<file path="src/rtl/iob_wb_bridge_fsm_pkg.sv">
// Shared definitions for the IOb-to-Wishbone bridge: state encodings and
// the read byte-select helper.
package iob_wb_bridge_fsm_pkg;

   typedef enum logic [1:0] {
      ST_IDLE = 2'd0,
      ST_BUS  = 2'd1,
      ST_RESP = 2'd2
   } state_t;

   // Widest supported bus is 64 bits, so a byte-select never exceeds 8 bits.
   localparam int MAX_BYTES = 8;

   // Byte select for a read: a READ_BYTES-wide run of ones, aligned down to a
   // multiple of READ_BYTES inside the data word addressed by byte_addr.
   function automatic logic [MAX_BYTES-1:0] read_sel(input int data_bytes,
                                                     input int read_bytes,
                                                     input logic [7:0] byte_addr);
      int offset;
      offset = int'(byte_addr) % data_bytes;
      offset = offset & ~(read_bytes - 1);
      return MAX_BYTES'(((1 << read_bytes) - 1) << offset);
   endfunction

endpackage

</file>
<file path="src/rtl/iob_wb_bridge_fsm_watchdog.sv">
// Bus watchdog for the IOb-to-Wishbone bridge. Only present when
// IOB_WB_BRIDGE_TIMEOUT_EN is defined; otherwise this file is empty.
`ifdef IOB_WB_BRIDGE_TIMEOUT_EN
module iob_wb_watchdog #(
   parameter int WIDTH = 8
) (
   input  logic clk_i,
   input  logic arst_i,
   input  logic clear_i,
   input  logic enable_i,
   output logic expire_o
);

   // Last count before the counter would reach all-ones; hitting it while
   // enabled means the all-ones value is reached on this edge.
   localparam logic [WIDTH-1:0] LAST = ~(WIDTH'(1));

   logic [WIDTH-1:0] count_q;
   logic [WIDTH-1:0] count_d;

   // Clear wins over counting so a fresh bus cycle always starts from zero.
   always_comb begin
      count_d = count_q;
      if (clear_i) begin
         count_d = '0;
      end else if (enable_i) begin
         count_d = count_q + 1'b1;
      end
   end

   assign expire_o = enable_i && (count_q == LAST);

   // Counter register.
   always_ff @(posedge clk_i or posedge arst_i) begin
      if (arst_i) begin
         count_q <= '0;
      end else begin
         count_q <= count_d;
      end
   end

endmodule
`endif

</file>
<file path="src/rtl/iob_wb_bridge_fsm.sv">
// IOb-native slave to Wishbone classic master bridge. Captures one request,
// holds the Wishbone cycle until ack/err (or timeout) and returns a one-cycle
// registered response. Optional bus watchdog: IOB_WB_BRIDGE_TIMEOUT_EN.
module iob_wb_bridge_fsm
   import iob_wb_bridge_fsm_pkg::*;
#(
   parameter int ADDR_W     = 32,
   parameter int DATA_W     = 32,
   parameter int READ_BYTES = 4,
   parameter int TIMEOUT_W  = 8
) (
   input  logic                  clk_i,
   input  logic                  arst_i,
   input  logic                  valid_i,
   input  logic [ADDR_W-1:0]     addr_i,
   input  logic [DATA_W-1:0]     wdata_i,
   input  logic [DATA_W/8-1:0]   wstrb_i,
   output logic [DATA_W-1:0]     rdata_o,
   output logic                  ready_o,
   output logic                  err_o,
   output logic                  busy_o,
   output logic [ADDR_W-1:0]     wb_adr_o,
   output logic [DATA_W/8-1:0]   wb_sel_o,
   output logic                  wb_we_o,
   output logic                  wb_cyc_o,
   output logic                  wb_stb_o,
   output logic [DATA_W-1:0]     wb_dat_o,
   input  logic                  wb_ack_i,
   input  logic [DATA_W-1:0]     wb_dat_i,
   input  logic                  wb_err_i
);

   localparam int NB = DATA_W / 8;

   state_t            state_q, state_d;
   logic [ADDR_W-1:0] adr_q, adr_d;
   logic [NB-1:0]     sel_q, sel_d;
   logic              we_q, we_d;
   logic [DATA_W-1:0] dat_q, dat_d;
   logic              cyc_q, cyc_d;
   logic [DATA_W-1:0] rdata_q, rdata_d;
   logic              err_q, err_d;
   logic              ready_q, ready_d;
   logic              busy_q, busy_d;
   logic [NB-1:0]     rd_sel;
   logic              timeout;

   assign rd_sel = NB'(read_sel(NB, READ_BYTES, 8'(addr_i)));

`ifdef IOB_WB_BRIDGE_TIMEOUT_EN
   logic wd_clear;
   logic wd_enable;

   assign wd_clear  = (state_q == ST_IDLE) && valid_i;
   assign wd_enable = (state_q == ST_BUS);

   iob_wb_watchdog #(
      .WIDTH(TIMEOUT_W)
   ) u_watchdog (
      .clk_i   (clk_i),
      .arst_i  (arst_i),
      .clear_i (wd_clear),
      .enable_i(wd_enable),
      .expire_o(timeout)
   );
`else
   assign timeout = 1'b0;
`endif

   // Next-state and next-output logic; every output is registered from here.
   always_comb begin
      state_d = state_q;
      adr_d   = adr_q;
      sel_d   = sel_q;
      we_d    = we_q;
      dat_d   = dat_q;
      cyc_d   = cyc_q;
      rdata_d = rdata_q;
      err_d   = err_q;
      ready_d = 1'b0;
      busy_d  = busy_q;
      case (state_q)
         ST_IDLE: begin
            if (valid_i) begin
               adr_d   = addr_i;
               dat_d   = wdata_i;
               we_d    = |wstrb_i;
               sel_d   = (|wstrb_i) ? wstrb_i : rd_sel;
               cyc_d   = 1'b1;
               busy_d  = 1'b1;
               state_d = ST_BUS;
            end
         end
         ST_BUS: begin
            if (wb_ack_i || wb_err_i) begin
               rdata_d = we_q ? '0 : wb_dat_i;
               err_d   = wb_err_i;
               cyc_d   = 1'b0;
               ready_d = 1'b1;
               state_d = ST_RESP;
            end else if (timeout) begin
               rdata_d = '0;
               err_d   = 1'b1;
               cyc_d   = 1'b0;
               ready_d = 1'b1;
               state_d = ST_RESP;
            end
         end
         ST_RESP: begin
            rdata_d = '0;
            err_d   = 1'b0;
            busy_d  = 1'b0;
            state_d = ST_IDLE;
         end
         default: begin
            rdata_d = '0;
            err_d   = 1'b0;
            cyc_d   = 1'b0;
            busy_d  = 1'b0;
            state_d = ST_IDLE;
         end
      endcase
   end

   // State and output registers; reset abandons any open Wishbone cycle.
   always_ff @(posedge clk_i or posedge arst_i) begin
      if (arst_i) begin
         state_q <= ST_IDLE;
         adr_q   <= '0;
         sel_q   <= '0;
         we_q    <= 1'b0;
         dat_q   <= '0;
         cyc_q   <= 1'b0;
         rdata_q <= '0;
         err_q   <= 1'b0;
         ready_q <= 1'b0;
         busy_q  <= 1'b0;
      end else begin
         state_q <= state_d;
         adr_q   <= adr_d;
         sel_q   <= sel_d;
         we_q    <= we_d;
         dat_q   <= dat_d;
         cyc_q   <= cyc_d;
         rdata_q <= rdata_d;
         err_q   <= err_d;
         ready_q <= ready_d;
         busy_q  <= busy_d;
      end
   end

   assign rdata_o  = rdata_q;
   assign ready_o  = ready_q;
   assign err_o    = err_q;
   assign busy_o   = busy_q;
   assign wb_adr_o = adr_q;
   assign wb_sel_o = sel_q;
   assign wb_we_o  = we_q;
   assign wb_cyc_o = cyc_q;
   assign wb_stb_o = cyc_q;
   assign wb_dat_o = dat_q;

endmodule

</file>
<file path="config.mk">
export PLATFORM = sky130hd
export DESIGN_NAME = iob_wb_bridge_fsm
export DESIGN_NICKNAME = d
export VERILOG_FILES = /design/src/rtl/iob_wb_bridge_fsm_pkg.sv /design/src/rtl/iob_wb_bridge_fsm_watchdog.sv /design/src/rtl/iob_wb_bridge_fsm.sv
export SDC_FILE = /design/constraint.sdc
export NUM_CORES = 1
export LEC_CHECK = 0
export CAP_MARGIN = 20
export CORE_MARGIN = 3
export CORE_UTILIZATION = 43
export DETAILED_ROUTE_END_ITERATION = 12
export GPL_ROUTABILITY_DRIVEN = 0
export HOLD_SLACK_MARGIN = 0.08
export PLACE_DENSITY = 0.85
export SLEW_MARGIN = 20
export SYNTH_ARGS = -nofsm -noshare
export SYNTH_HDL_FRONTEND = slang
export SYNTH_SLANG_ARGS = --single-unit
export TNS_END_PERCENT = 30
</file>
<file path="constraint.sdc">
create_clock -name clk_i -period 10.8 [get_ports clk_i]
set_clock_uncertainty 0.1 [all_clocks]
set_input_delay 2.16 -clock clk_i [delete_from_list [all_inputs] [get_ports clk_i]]
set_output_delay 2.16 -clock clk_i [all_outputs]
set_load 0.005 [all_outputs]
</file>
==> results.yml <==
timing:
  fin_crit_sh_pct: 41.0
  slew_headroom_pct: 39.2
  maxSlewViolCount: 0
  hold_viol: 0
  finalHoldWorstSlack_ns: 0.392
  period_needed_ns: 4.43
  finalSetupTns_ns: 0
  max_freq_mhz: 226
  rsz0062_at_grt: "no"
  finalSetupViolCount: 0
  worst_pin_slew_ns: 0.911
clock_network:
  cts_resized: 0
  h-tree-depth: 3
  cts_hold_buffers: 0
  clockBufferDepth: 2
  postCtsSetupBuffers: 0
  clk_latency_ns: 0.35
  cts_root_buffer: "clkbuf_8"
  cts_sinks: 107
  clk_pin_slew_ns: 0.10
  cts_made_buffers: 9
  cts_tree: "built"
layout:
  mostFrequentLayoutCells: "clkdlybuf4s50_1, dfrtp_1, mux2_1"
  layout.nets: 635
  drive_gt1_share_pct: 9.35
  final_common_cell: "clkdlybuf4s50_1"
  fillCellCount: 681
  num_antenna_cells: 0
  area_growth_pct: 56.4
logic_synthesis:
  ys_seq_area_share_pct: 63.2
  synth_top_area_share_pct: 63.2
  synth_simple_gate_area_share_pct: 10.9
  synth.area.mux_share_pct: 17.2
  syn-num-nets: 431
  synth_area_leaders: "dfrtp_1, mux2_1, mux2_2"
  ys_ff_latch: 107
  syn_inst: 326
  synthXorXnorAreaFrac_pct: 0
  synth_top_family_by_area: "multiplexers"
  synth_compound_area_share_pct: 5.26
  synth_top_cell_by_area: "dfrtp_1"
  synth_adder_area_share_pct: 0
  mappedNetlistArea_sq_um: 4240
  synth_area_per_cell_sq_um: 13.0
  ys_types: 22
  yosysWarnings: 0
floorplan:
  die_h_um: 105
  die-area_sq_um: 11100
  num_rows: 35
  pin_count: 211
  start_util_pct: 45.0
  die_x_um: 105
  core-area_sq_um: 9420
setup_path:
  r2r-start: "state_q[1]$_DFFE_PP0P_"
  cp-end-kind: "register"
  crit_path_start_kind: "input pin"
  crit_fanout: 57
  r2r_slack_ns: 8.05
  cp.required_ns: 10.94
  path_class: "in2reg"
  crit_arrival_ns: 4.57
  rr_worst_depth: 4
  r2r_end: "wb_adr_o[23]$_DFFE_PP0P_"
global_route:
  antenna_found_initial: 0
  overflow: 0
  grt_pass1_wl_um: 17800
  grt_pass1_vias: 3464
  grt_max_degree: 89
  grt_usage_pct: 20.0
power_and_ir_drop:
  p_total_uw: 1150
  cellLeakagePower_uw: 0.00268
  p_clk_share_pct: 20.6
  intPower_uw: 844
  p_switching_uw: 310
  p_sw_share_pct: 26.9
  combPwrFrac_pct: 32.8
  power.density_nw_per_um2: 174
  pwr-share-seq_pct: 46.6
  ir_drop_uv: 103
min_path:
  min_to: "wb_dat_o[2]$_DFFE_PP0P_"
  min_path_type: "reg2reg"
  worstHoldPathCells: 1
  min_from: "wb_dat_o[2]$_DFFE_PP0P_"
detailed_routing:
  dr.pass1.iters: 4
  routed_wl_um: 11200
  drc_errors: 0
  drtIter0Drc: 102
  vias: 3284
  ant_nets: 0
  routedWlPerCell_um: 16.8
  vias_per_cell: 4.95
placed_design:
  port_buffers: 210
  post-dp-hpwl_um: 8270
status:
  status: "completed"
job:
  cap_violations: 0
-- worst max-delay path: stages --
cell             delay [ns]
clkdlybuf4s50_1        0.51
nor3b_4                0.78
buf_4                  0.69
mux2_2                 0.40
-- synthesized netlist by cell type --
cell type	count
nor3b_2	1
nand3b_1	32
nand2_1	33
nand3_1	1
buf_6	4
o21ai_0	1
buf_2	9
nor4_1	1
nor3_1	4
buf_4	3
nor2_1	14
dfrtp_1	107
inv_1	2
mux2_2	25
mux2_1	39
o21ai_1	1
mux2i_1	1
a21oi_1	38
clkbuf_1	7
o21a_1	1
a22oi_1	1
a21o_1	1
-- how the worst max path moves through the flow --
stage	start	endpoint	slack, ns	cells past startpoint
6_report	valid_i	wb_adr_o[23]$_DFFE_PP0P_	6.37	4
5_1_grt	valid_i	wb_adr_o[23]$_DFFE_PP0P_	6.21	4
4_1_cts	valid_i	wb_adr_o[17]$_DFFE_PP0P_	6.32	4
2_1_floorplan	arst_i	busy_o$_DFFE_PP0P_	5.72	1
3_5_place_dp	valid_i	wb_adr_o[24]$_DFFE_PP0P_	5.93	4
3_3_place_gp	valid_i	wb_adr_o[25]$_DFFE_PP0P_	6.04	4
-- logic make-up (layout without fill, tap and decap cells) --
kind of cell    after synthesis  in the layout
simple gates                 86             86
flops                       107            107
mux                          65             65
buf+inv                      25            234
compound gates               43             43
-- per-layer routing --
layer	up-vias	share of wire, %	wire (um)	GRT usage, %
li1	1531	-	-	-
met1	1596	39	4310	23.6
met2	138	51	5640	34.1
met3	19	8.9	998	6.61
met4	0	2.0	223	6.75
met5	-	0	0	0
-- layout make-up --
| cell class | count | area (sq um) | share of cell area [%] |
|---|---|---|---|
| clock buffers | 12 | 165 | 2.49 |
| clock inverters | 4 | 32.5 | 0.491 |
| inverters | 2 | 10.0 | 0.151 |
| multi-input cells | 194 | 1420 | 21.5 |
| flip-flops and latches | 107 | 2680 | 40.4 |
| well taps | 129 | 161 | 2.43 |
| repair buffers | 216 | 2160 | 32.6 |
-- registers in the layout (all words and copies together), names as in the netlist --
name      count
state_q       2
wb_we_o       1
wb_adr_o     32
busy_o        1
wb_sel_o      4
wb_dat_o     32
ready_o       1
err_o         1
rdata_o      32
wb_cyc_o      1
-- through the flow --
step,cells,area [sq um],utilization [%],setup slack [ns]
floorplan,326,4240,-,5.72
global placement,647,6410,68.1,6.04
detailed placement,647,6410,68.1,5.93
CTS,663,6610,70.2,6.32
global route,664,6630,70.4,6.21
finish,664,6630,70.4,6.37
-- power by group through the flow --
stage / Clock (uW) / Combinational [uW] / Sequential (uW)
6_report: 238 / 379 / 538
3_5_place_dp: 0 / 383 / 548
3_3_place_gp: 0 / 371 / 542
2_1_floorplan: 0 / 125 / 548
4_1_cts: 249 / 383 / 539
5_1_grt: 262 / 405 / 551
(Power assumes the default switching activity.)
